==> config.mk <==
export PLATFORM = sky130hd
export DESIGN_NAME = mem_bus_arbiter_flat
export DESIGN_NICKNAME = d
export VERILOG_FILES = /design/src/rtl/mem_bus_arbiter_if.sv /design/src/rtl/mem_bus_arbiter.sv /design/src/flat_wrapper.sv
export SDC_FILE = /design/constraint.sdc
export NUM_CORES = 1
export LEC_CHECK = 0
export ABC_CLOCK_PERIOD_IN_PS = 3200
export CORE_MARGIN = 2
export CORE_UTILIZATION = 45
export CTS_BUF_LIST = sky130_fd_sc_hd__clkbuf_16
export DETAILED_ROUTE_END_ITERATION = 7
export GPL_ROUTABILITY_DRIVEN = 0
export PLACE_DENSITY = 0.82
export SLEW_MARGIN = 20
export SYNTH_ARGS = -nofsm -noshare
export SYNTH_HDL_FRONTEND = slang
export SYNTH_SLANG_ARGS = --single-unit
==> constraint.sdc <==
create_clock -name clk -period 3.2 [get_ports clk]
set_input_delay 0.64 -clock clk [delete_from_list [all_inputs] [get_ports clk]]
set_output_delay 0.64 -clock clk [all_outputs]
set_load 0.02 [all_outputs]
==> src/rtl/mem_bus_arbiter_if.sv <==
// Fetch, data and downstream memory port signals of the memory bus arbiter.
interface mem_bus_arbiter_if #(
   parameter int unsigned ADDR_WIDTH = 32,
   parameter int unsigned DATA_WIDTH = 32
) ();
   localparam int unsigned MASK_W = DATA_WIDTH / 8;

   logic                  i_req_valid;
   logic                  i_req_ready;
   logic [ADDR_WIDTH-1:0] i_req_addr;
   logic                  i_resp_valid;
   logic [DATA_WIDTH-1:0] i_resp_rdata;
   logic                  i_resp_error;

   logic                  d_req_valid;
   logic                  d_req_ready;
   logic [ADDR_WIDTH-1:0] d_req_addr;
   logic                  d_req_wen;
   logic [DATA_WIDTH-1:0] d_req_wdata;
   logic [MASK_W-1:0]     d_req_wmask;
   logic                  d_resp_valid;
   logic [DATA_WIDTH-1:0] d_resp_rdata;
   logic                  d_resp_error;

   logic                  m_req_valid;
   logic                  m_req_ready;
   logic [ADDR_WIDTH-1:0] m_req_addr;
   logic                  m_req_wen;
   logic [DATA_WIDTH-1:0] m_req_wdata;
   logic [MASK_W-1:0]     m_req_wmask;
   logic [2:0]            m_req_target;
   logic                  m_resp_valid;
   logic [DATA_WIDTH-1:0] m_resp_rdata;

   // Arbiter view: serves the two requesters and masters the downstream port.
   modport master (
      input  i_req_valid, i_req_addr,
      output i_req_ready, i_resp_valid, i_resp_rdata, i_resp_error,
      input  d_req_valid, d_req_addr, d_req_wen, d_req_wdata, d_req_wmask,
      output d_req_ready, d_resp_valid, d_resp_rdata, d_resp_error,
      output m_req_valid, m_req_addr, m_req_wen, m_req_wdata, m_req_wmask, m_req_target,
      input  m_req_ready, m_resp_valid, m_resp_rdata
   );

   // Environment view: requesters plus the downstream interconnect.
   modport slave (
      output i_req_valid, i_req_addr,
      input  i_req_ready, i_resp_valid, i_resp_rdata, i_resp_error,
      output d_req_valid, d_req_addr, d_req_wen, d_req_wdata, d_req_wmask,
      input  d_req_ready, d_resp_valid, d_resp_rdata, d_resp_error,
      input  m_req_valid, m_req_addr, m_req_wen, m_req_wdata, m_req_wmask, m_req_target,
      output m_req_ready, m_resp_valid, m_resp_rdata
   );
endinterface

==> src/rtl/mem_bus_arbiter.sv <==
// Round-robin arbiter sharing one downstream memory/MMIO port between fetch and
// data requesters, one transaction in flight, with target decode and timeout.
module mem_bus_arbiter #(
   parameter int unsigned ADDR_WIDTH     = 32,
   parameter int unsigned DATA_WIDTH     = 32,
   parameter int unsigned TIMEOUT_CYCLES = 255
) (
   input  logic              clk,
   input  logic              rst_n,
   mem_bus_arbiter_if.master bus
);
   localparam int unsigned MASK_W = DATA_WIDTH / 8;
   localparam int unsigned CNT_W  = ($clog2(TIMEOUT_CYCLES + 1) > 8) ? $clog2(TIMEOUT_CYCLES + 1) : 8;

   localparam logic [2:0] TGT_MEM     = 3'd0;
   localparam logic [2:0] TGT_CLINT   = 3'd1;
   localparam logic [2:0] TGT_EDISK   = 3'd2;
   localparam logic [2:0] TGT_UART_TX = 3'd3;
   localparam logic [2:0] TGT_UART_RX = 3'd4;

   typedef enum logic [1:0] {S_IDLE, S_ISSUE, S_WAIT, S_RESP} state_t;

   state_t             state;
   logic               last_d;   // 1: data was granted last, 0: fetch
   logic               cur_d;    // transaction in flight belongs to data side
   logic [CNT_W-1:0]   cnt;

   logic                  pick_d_c, pick_i_c, idle_c;
   logic [ADDR_WIDTH-1:0] sel_addr_c;
   logic [2:0]            sel_tgt_c;
   logic                  timeout_c, done_c, done_err_c;
   logic [DATA_WIDTH-1:0] done_rdata_c;

   function automatic logic [2:0] decode(input logic [ADDR_WIDTH-1:0] a);
      if (a >= ADDR_WIDTH'(32'hF000_0000) && a < ADDR_WIDTH'(32'hF000_0010))      return TGT_CLINT;
      else if (a >= ADDR_WIDTH'(32'hF800_0000) && a < ADDR_WIDTH'(32'hF800_0018)) return TGT_EDISK;
      else if (a == ADDR_WIDTH'(32'hFF00_0000))                                   return TGT_UART_TX;
      else if (a >= ADDR_WIDTH'(32'hFF00_0010) && a < ADDR_WIDTH'(32'hFF00_0020)) return TGT_UART_RX;
      else                                                                        return TGT_MEM;
   endfunction

   // Grant selection: lone requester wins, ties go to the side not granted last.
   always_comb begin
      idle_c     = (state == S_IDLE);
      pick_d_c   = bus.d_req_valid && (!bus.i_req_valid || !last_d);
      pick_i_c   = bus.i_req_valid && !pick_d_c;
      sel_addr_c = pick_d_c ? bus.d_req_addr : bus.i_req_addr;
      sel_tgt_c  = decode(sel_addr_c);
   end

   assign bus.d_req_ready = rst_n && idle_c && pick_d_c;
   assign bus.i_req_ready = rst_n && idle_c && pick_i_c;

   // Completion of the in-flight access: downstream response or forced timeout.
   always_comb begin
      done_c       = 1'b0;
      done_err_c   = 1'b0;
      done_rdata_c = '0;
      timeout_c    = (cnt == CNT_W'(TIMEOUT_CYCLES - 1));
      case (state)
         S_ISSUE: begin
            if (timeout_c) begin
               done_c     = 1'b1;
               done_err_c = 1'b1;
            end
         end
         S_WAIT: begin
            if (bus.m_resp_valid) begin
               done_c       = 1'b1;
               done_rdata_c = bus.m_req_wen ? '0 : bus.m_resp_rdata;
            end else if (timeout_c) begin
               done_c     = 1'b1;
               done_err_c = 1'b1;
            end
         end
         default: ;
      endcase
   end

   // Transaction FSM with registered downstream request and response outputs.
   always_ff @(posedge clk or negedge rst_n) begin
      if (!rst_n) begin
         state            <= S_IDLE;
         last_d           <= 1'b0;
         cur_d            <= 1'b0;
         cnt              <= '0;
         bus.m_req_valid  <= 1'b0;
         bus.m_req_addr   <= '0;
         bus.m_req_wen    <= 1'b0;
         bus.m_req_wdata  <= '0;
         bus.m_req_wmask  <= '0;
         bus.m_req_target <= TGT_MEM;
         bus.i_resp_valid <= 1'b0;
         bus.i_resp_rdata <= '0;
         bus.i_resp_error <= 1'b0;
         bus.d_resp_valid <= 1'b0;
         bus.d_resp_rdata <= '0;
         bus.d_resp_error <= 1'b0;
      end else begin
         case (state)
            S_IDLE: begin
               if (pick_d_c || pick_i_c) begin
                  last_d <= pick_d_c;
                  cur_d  <= pick_d_c;
                  cnt    <= '0;
                  if (pick_i_c && sel_tgt_c != TGT_MEM) begin
                     // Fetch from a device region faults without touching the bus.
                     state            <= S_RESP;
                     bus.i_resp_valid <= 1'b1;
                     bus.i_resp_error <= 1'b1;
                     bus.i_resp_rdata <= '0;
                  end else begin
                     state            <= S_ISSUE;
                     bus.m_req_valid  <= 1'b1;
                     bus.m_req_addr   <= sel_addr_c;
                     bus.m_req_wen    <= pick_d_c && bus.d_req_wen;
                     bus.m_req_wdata  <= pick_d_c ? bus.d_req_wdata : '0;
                     bus.m_req_wmask  <= pick_d_c ? bus.d_req_wmask : MASK_W'(0);
                     bus.m_req_target <= sel_tgt_c;
                  end
               end
            end
            S_ISSUE, S_WAIT: begin
               cnt <= cnt + CNT_W'(1);
               if (done_c) begin
                  state           <= S_RESP;
                  bus.m_req_valid <= 1'b0;
                  if (cur_d) begin
                     bus.d_resp_valid <= 1'b1;
                     bus.d_resp_error <= done_err_c;
                     bus.d_resp_rdata <= done_rdata_c;
                  end else begin
                     bus.i_resp_valid <= 1'b1;
                     bus.i_resp_error <= done_err_c;
                     bus.i_resp_rdata <= done_rdata_c;
                  end
               end else if (state == S_ISSUE && bus.m_req_ready) begin
                  state           <= S_WAIT;
                  bus.m_req_valid <= 1'b0;
               end
            end
            S_RESP: begin
               state            <= S_IDLE;
               bus.i_resp_valid <= 1'b0;
               bus.i_resp_error <= 1'b0;
               bus.i_resp_rdata <= '0;
               bus.d_resp_valid <= 1'b0;
               bus.d_resp_error <= 1'b0;
               bus.d_resp_rdata <= '0;
            end
            default: state <= S_IDLE;
         endcase
      end
   end
endmodule
==> src/flat_wrapper.sv <==
// flat-port wrapper written by rule: the top's interface ports become plain ports
module mem_bus_arbiter_flat 
#(
   parameter int unsigned ADDR_WIDTH     = 32,
   parameter int unsigned DATA_WIDTH     = 32,
   parameter int unsigned TIMEOUT_CYCLES = 255
)
  (clk, rst_n, bus_i_req_valid, bus_i_req_addr, bus_i_req_ready, bus_i_resp_valid, bus_i_resp_rdata, bus_i_resp_error, bus_d_req_valid, bus_d_req_addr, bus_d_req_wen, bus_d_req_wdata, bus_d_req_wmask, bus_d_req_ready, bus_d_resp_valid, bus_d_resp_rdata, bus_d_resp_error, bus_m_req_valid, bus_m_req_addr, bus_m_req_wen, bus_m_req_wdata, bus_m_req_wmask, bus_m_req_target, bus_m_req_ready, bus_m_resp_valid, bus_m_resp_rdata);
  mem_bus_arbiter_if #(.ADDR_WIDTH(ADDR_WIDTH), .DATA_WIDTH(DATA_WIDTH)) bus_i ();
  input  logic clk;
  input  logic rst_n;
  input wire logic [$bits(bus_i.i_req_valid)-1:0] bus_i_req_valid;
  input wire logic [$bits(bus_i.i_req_addr)-1:0] bus_i_req_addr;
  output wire logic [$bits(bus_i.i_req_ready)-1:0] bus_i_req_ready;
  output wire logic [$bits(bus_i.i_resp_valid)-1:0] bus_i_resp_valid;
  output wire logic [$bits(bus_i.i_resp_rdata)-1:0] bus_i_resp_rdata;
  output wire logic [$bits(bus_i.i_resp_error)-1:0] bus_i_resp_error;
  input wire logic [$bits(bus_i.d_req_valid)-1:0] bus_d_req_valid;
  input wire logic [$bits(bus_i.d_req_addr)-1:0] bus_d_req_addr;
  input wire logic [$bits(bus_i.d_req_wen)-1:0] bus_d_req_wen;
  input wire logic [$bits(bus_i.d_req_wdata)-1:0] bus_d_req_wdata;
  input wire logic [$bits(bus_i.d_req_wmask)-1:0] bus_d_req_wmask;
  output wire logic [$bits(bus_i.d_req_ready)-1:0] bus_d_req_ready;
  output wire logic [$bits(bus_i.d_resp_valid)-1:0] bus_d_resp_valid;
  output wire logic [$bits(bus_i.d_resp_rdata)-1:0] bus_d_resp_rdata;
  output wire logic [$bits(bus_i.d_resp_error)-1:0] bus_d_resp_error;
  output wire logic [$bits(bus_i.m_req_valid)-1:0] bus_m_req_valid;
  output wire logic [$bits(bus_i.m_req_addr)-1:0] bus_m_req_addr;
  output wire logic [$bits(bus_i.m_req_wen)-1:0] bus_m_req_wen;
  output wire logic [$bits(bus_i.m_req_wdata)-1:0] bus_m_req_wdata;
  output wire logic [$bits(bus_i.m_req_wmask)-1:0] bus_m_req_wmask;
  output wire logic [$bits(bus_i.m_req_target)-1:0] bus_m_req_target;
  input wire logic [$bits(bus_i.m_req_ready)-1:0] bus_m_req_ready;
  input wire logic [$bits(bus_i.m_resp_valid)-1:0] bus_m_resp_valid;
  input wire logic [$bits(bus_i.m_resp_rdata)-1:0] bus_m_resp_rdata;
  assign bus_i.i_req_valid = bus_i_req_valid;
  assign bus_i.i_req_addr = bus_i_req_addr;
  assign bus_i_req_ready = bus_i.i_req_ready;
  assign bus_i_resp_valid = bus_i.i_resp_valid;
  assign bus_i_resp_rdata = bus_i.i_resp_rdata;
  assign bus_i_resp_error = bus_i.i_resp_error;
  assign bus_i.d_req_valid = bus_d_req_valid;
  assign bus_i.d_req_addr = bus_d_req_addr;
  assign bus_i.d_req_wen = bus_d_req_wen;
  assign bus_i.d_req_wdata = bus_d_req_wdata;
  assign bus_i.d_req_wmask = bus_d_req_wmask;
  assign bus_d_req_ready = bus_i.d_req_ready;
  assign bus_d_resp_valid = bus_i.d_resp_valid;
  assign bus_d_resp_rdata = bus_i.d_resp_rdata;
  assign bus_d_resp_error = bus_i.d_resp_error;
  assign bus_m_req_valid = bus_i.m_req_valid;
  assign bus_m_req_addr = bus_i.m_req_addr;
  assign bus_m_req_wen = bus_i.m_req_wen;
  assign bus_m_req_wdata = bus_i.m_req_wdata;
  assign bus_m_req_wmask = bus_i.m_req_wmask;
  assign bus_m_req_target = bus_i.m_req_target;
  assign bus_i.m_req_ready = bus_m_req_ready;
  assign bus_i.m_resp_valid = bus_m_resp_valid;
  assign bus_i.m_resp_rdata = bus_m_resp_rdata;
  mem_bus_arbiter #(.ADDR_WIDTH(ADDR_WIDTH), .DATA_WIDTH(DATA_WIDTH), .TIMEOUT_CYCLES(TIMEOUT_CYCLES)) u_core (.clk(clk), .rst_n(rst_n), .bus(bus_i));
endmodule
Word level (Yosys, flattened, before mapping)
Cells that the tools add are included.
- register bits after elaboration: 152
- bits of input ports: 139
- logic and storage cells: 112
- add/subtract/negate cells: 1
- order comparisons: 6
- eq/ne operators: 12
- multiplexer cells: 49
- bitwise operators: 1
- reductions and logical operators: 28
- operators with widths (operator ; count):
    $mux W32 ; 11
    $ge A32 B32 Y1 const B ; 3
    $lt A32 B32 Y1 const B ; 3
    $pmux W32 S3 ; 1
    $pmux W32 S2 ; 1
    $eq A32 B32 Y1 const B ; 1
    $mux W1 ; 17
    $pmux W8 S2 ; 1
    $mux W3 ; 4
    $logic_and A1 B1 Y1 ; 11
    $pmux W1 S2 ; 5
    $add A8 B1 Y8 const B ; 1
    $eq A8 B8 Y1 const B ; 1
    $mux W2 ; 4
    $mux W8 ; 1
    $ne A2 B2 Y1 const B ; 4
    $reduce_and A4 Y1 ; 2
    $pmux W1 S3 ; 2
    $pmux W2 S3 ; 1
    $reduce_and A2 Y1 ; 3
    $reduce_and A3 Y1 ; 2
    $eq A2 B2 Y1 const B ; 2
    $mux W4 ; 1
    $ne A2 B1 Y1 const B ; 2
    9 further kinds ; 13

Logic depth before layout (Yosys ltp)
- word-level depth: 15
- gate-level depth with buffers: 10

Least setup slack after synthesis
No wires, ideal clock.
- kind: in2reg
- start point: in bus_i_req_valid
- end point: reg u_core.bus.m_req_addr[0]
- arrival time: 2.475 ns
- setup slack: 0.600 ns
- stages on the path: 9
- buffers on the path: 3
- path through: buf_4 -> a21bo_1 -> buf_6 -> or3_4 -> a22oi_4 -> a211oi_2 -> nor2_4 -> buf_6 -> mux2_4
- longest elaborated chain between the ends: 14
- elaborated cells between the ends (all ways): 25
- those cells by class: 6 x order compare; 1 x eq/ne; 5 x mux; 1 x bitwise; 12 x reduce/logical
- ends and longest elaborated chain (item ; RTL line ; RTL):
    from (decl) ; flat_wrapper.sv:12 ; input wire logic [$bits(bus_i.i_req_valid)-1:0] bus_i_req_valid;
    $logic_not A1 Y1 ; mem_bus_arbiter.sv:45 ; pick_d_c = bus.d_req_valid && (!bus.i_req_valid || !last_d);
    $logic_or A1 B1 Y1 ; mem_bus_arbiter.sv:45 ;
    $logic_and A1 B1 Y1 ; mem_bus_arbiter.sv:45 ;
    $mux W32 ; mem_bus_arbiter.sv:47 ; sel_addr_c = pick_d_c ? bus.d_req_addr : bus.i_req_addr;
    $ge A32 B32 Y1 / $lt A32 B32 Y1 (equally long branches) ; mem_bus_arbiter.sv:38 ; else if (a >= ADDR_WIDTH'(32'hFF00_0010) && a < ADDR_WIDTH'(32'hFF00_0020)) return TGT_UART_RX;
    $logic_and A1 B1 Y1 ; mem_bus_arbiter.sv:38 ;
    $mux W3 ; mem_bus_arbiter.sv:38 ;
    $mux W3 ; mem_bus_arbiter.sv:37 ; else if (a == ADDR_WIDTH'(32'hFF00_0000)) return TGT_UART_TX;
    $mux W3 ; mem_bus_arbiter.sv:36 ; else if (a >= ADDR_WIDTH'(32'hF800_0000) && a < ADDR_WIDTH'(32'hF800_0018)) return TGT_EDISK;
    $mux W3 ; mem_bus_arbiter.sv:35 ; if (a >= ADDR_WIDTH'(32'hF000_0000) && a < ADDR_WIDTH'(32'hF000_0010)) return TGT_CLINT;
    $reduce_bool A3 Y1 ; mem_bus_arbiter.sv:106 ; if (pick_i_c && sel_tgt_c != TGT_MEM) begin
    $logic_and A1 B1 Y1 ; mem_bus_arbiter.sv:106 ;
    $not A1 Y1 (no line) ; - ;
    $reduce_and A3 Y1 (no line) ; - ;
    to (signal assigned) ; mem_bus_arbiter.sv:115 ; bus.m_req_addr <= sel_addr_c;
    to (decl) ; mem_bus_arbiter_if.sv:41 ; output m_req_valid, m_req_addr, m_req_wen, m_req_wdata, m_req_wmask, m_req_target,
Several ways; a longest one is shown, not always the timed one.
A chain may end at the register's enable or synchronous reset.

Final worst setup path
- start point: in bus_d_req_valid
- end point: out bus_d_req_ready
- longest elaborated chain between the ends: 2
- ends and longest elaborated chain (item ; RTL line ; RTL):
    from (decl) ; flat_wrapper.sv:18 ; input wire logic [$bits(bus_i.d_req_valid)-1:0] bus_d_req_valid;
    $logic_and A1 B1 Y1 ; mem_bus_arbiter.sv:45 ;
    $logic_and A1 B1 Y1 ; mem_bus_arbiter.sv:51 ; assign bus.d_req_ready = rst_n && idle_c && pick_d_c;
    to (decl) ; flat_wrapper.sv:23 ; output wire logic [$bits(bus_i.d_req_ready)-1:0] bus_d_req_ready;
Every way passes these cells.

==> results.toml <==
[status]
status = "complete, no violations"

[critical_path]
crit_fanout = 6
crit_required_ps = 2560
startpoint_type = "input port"
endpoint_kind = "output pin"
path_class = "input port to output pin"
arrival_ps = 2430

[synthesis]
synth_nets = 942
synth_edf_count = 0
ys_ff_latch = 152
synth_area_leaders = "dfrtp_1 (51%), nand2_1 (14%), mux2_4 (5.7%)"
yosys.area.top_type = "dfrtp_1"
yosys.area.top_type_share_pct = 51.45
netlist_area_mm2 = 0.007393
postSynthCellCount = 797
yosysSeqAreaShare_pct = 51.45
synth_cell_types = 57
syn_avg_cell_area_um2 = 9.276
synthFlopType = "dfrtp_1"
synth-warning-count = 0
async_flop_share_pct = 100.0

[sta]
finalSetupTns_ps = 0
hold_viol = 0
maxSlewHeadroom_pct = 33.73
timing.final.crit_share_pct = 95.79
slew_violations = 0
skew_ps = 7.960
max_clock_freq_mhz = 326.2
tightest_slew_ps = 994.1
holdWs_ps = 66.82
rsz0062_at_grt = "no"
finalSetupViolCount = 0
finalCriticalPeriod_ps = 3065

[placed_design]
placed_area_mm2 = 0.01056
place.port_buffers = 281
dpl.hpwl_mm = 16.12

[worst_hold_path]
hold_path.class = "input port to async pin"

[layout]
n_antenna_cell = 0
mostFrequentLayoutCells = "clkdlybuf4s50_1 (280), nand2_1 (279), dfrtp_1 (152)"
drive_gt1_share_pct = 10.84
n_fill_cell = 1227
post-route-util_pct = 69.53
design_area_mm2 = 0.01112
syn_to_final_growth_pct = 50.47
mostFrequentLayoutCell = "clkdlybuf4s50_1"
fin_nets = 1230

[clock_network]
hold_buffers = 0
path_clk_slew_ps = 60
clock_sinks = 152
max-clock-path-buffers = 2
cts_tree = "built"
post_cts_buffers = 0
clock_latency_ps = 420
ctsResizeCount = 0
cts-buffers-inserted = 17
cts.root.buffer_cell = "clkbuf_16"
htree_levels = 4

[global_route]
grt_max_degree = 79
grt_pass1_vias = 6938
grt_pass1_wl_mm = 36.29
antenna_found_initial = 0
grt_usage_pct = 25.80
grt_overflow = 0

[floorplan]
row_count = 46
core_area_mm2 = 0.01600
io_pins = 282
die_w_um = 132.2
fp.dieH_um = 132.2
dieArea_mm2 = 0.01747
initial_core_util_pct = 46.21

[routing]
drtPass1Iterations = 5
drt_iter0_drc = 424
top_layer = "met4"
wl_per_cell_um = 16.77
vias_per_cell = 5.267
drtAntennaViolNets = 0
drt_wl_total_mm = 22.04
wl_met3_mm = 2.176
vias = 6921
wl_met2_mm = 10.48
drc_errors = 0
drt-met1-wl_mm = 8.859

[pwr]
pwr_density_cell_mw_per_mm2 = 926.3
power_leakage_nw = 4.936
ir_worst_vdd_mv = 0.5874

[flow_run]
drv_cap = 0
==> cell families after synthesis <==
family	synth area share [%]
muxes	7.006
and+or+nand+nor	20.43
buffers and inverters	5.331
DFF	51.45
xor gates and xnor gates	0.4738
AOI/OAI and AO/OA	14.30
adders and majority gates	1.015
==> metrics by stage <==
| step | std cells | setup WS (ps) | power, mW |
|---|---|---|---|
| floorplan | 797 | 599.5 | 6.115 |
| global placement | 1282 | -27.09 | 8.266 |
| detailed placement | 1282 | -109.6 | 8.397 |
| CTS | 1314 | 123.6 | 10.36 |
| global route | 1314 | 46.19 | 10.91 |
| finish | 1314 | 134.6 | 10.30 |
==> cell usage after synthesis (all sizes together) (3+ instances only) <==
cell type / count
nor4: 11
nand2: 280
nor3: 10
nor2: 19
o32ai: 32
inv: 36
ha: 6
o21ai: 45
o31ai: 3
a31oi: 3
nand3: 6
a21o: 3
o221ai: 3
dfrtp: 152
buf: 19
a21oi: 50
or3: 6
mux2: 34
nand2b: 5
nand4: 12
clkbuf: 30
xor2: 4
mux2i: 3
==> flip-flops by register name, summed over array words and instances, names as in the netlist, 2 cells and up <==
signal	count
u_core.cnt	8
u_core.bus.m_req_wdata	32
u_core.bus.i_resp_rdata	32
u_core.state	2
u_core.bus.m_req_target	3
u_core.bus.d_resp_rdata	32
u_core.bus.m_req_wmask	4
u_core.bus.m_req_addr	32
==> final timing paths <==
kind	slack [ps]	from	depth (start not counted)	endpoint
setup / recovery	130	bus_d_req_valid	5	bus_d_req_ready
hold / removal	70	rst_n	1	u_core.bus.m_req_addr[10]
setup reg to reg	580	u_core.last_d	9	u_core.bus.m_req_target[2]
hold reg to reg	480	u_core.bus.d_resp_rdata[3]	2	u_core.bus.d_resp_rdata[3]
max in group asynchronous	1890	rst_n	2	u_core.bus.d_resp_rdata[7]
min in group clk	480	u_core.bus.d_resp_rdata[3]	2	u_core.bus.d_resp_rdata[3]
==> critical path, stage by stage <==
cell and delay, ps:
clkdlybuf4s50_1 550, a21boi_4 290, buf_4 170, and3_1 150
clkdlybuf4s50_1 620
==> metal layers <==
layer / vias up / track usage [%]
li1: 3290 / -
met1: 3283 / 32.24
met2: 303 / 42.07
met3: 45 / 8.881
met4: 0 / 8.662
met5: - / 0
==> power breakdown <==
group,internal (mW),switching (mW)
registers,2.65,0.438
clock network,1.13,0.794
logic,2.40,2.89
==> cell type report <==
| cell class | count | area, µm² | share of cell area [%] |
|---|---|---|---|
| clock buffers | 17 | 425.4 | 3.824 |
| multi-input cells | 560 | 3211 | 28.86 |
| clock inverters | 15 | 137.6 | 1.237 |
| inverters | 36 | 135.1 | 1.215 |
| flip-flops and latches | 152 | 3804 | 34.19 |
| well taps | 216 | 270.3 | 2.429 |
| repair buffers | 318 | 3142 | 28.24 |
(Power assumes the default switching activity.)
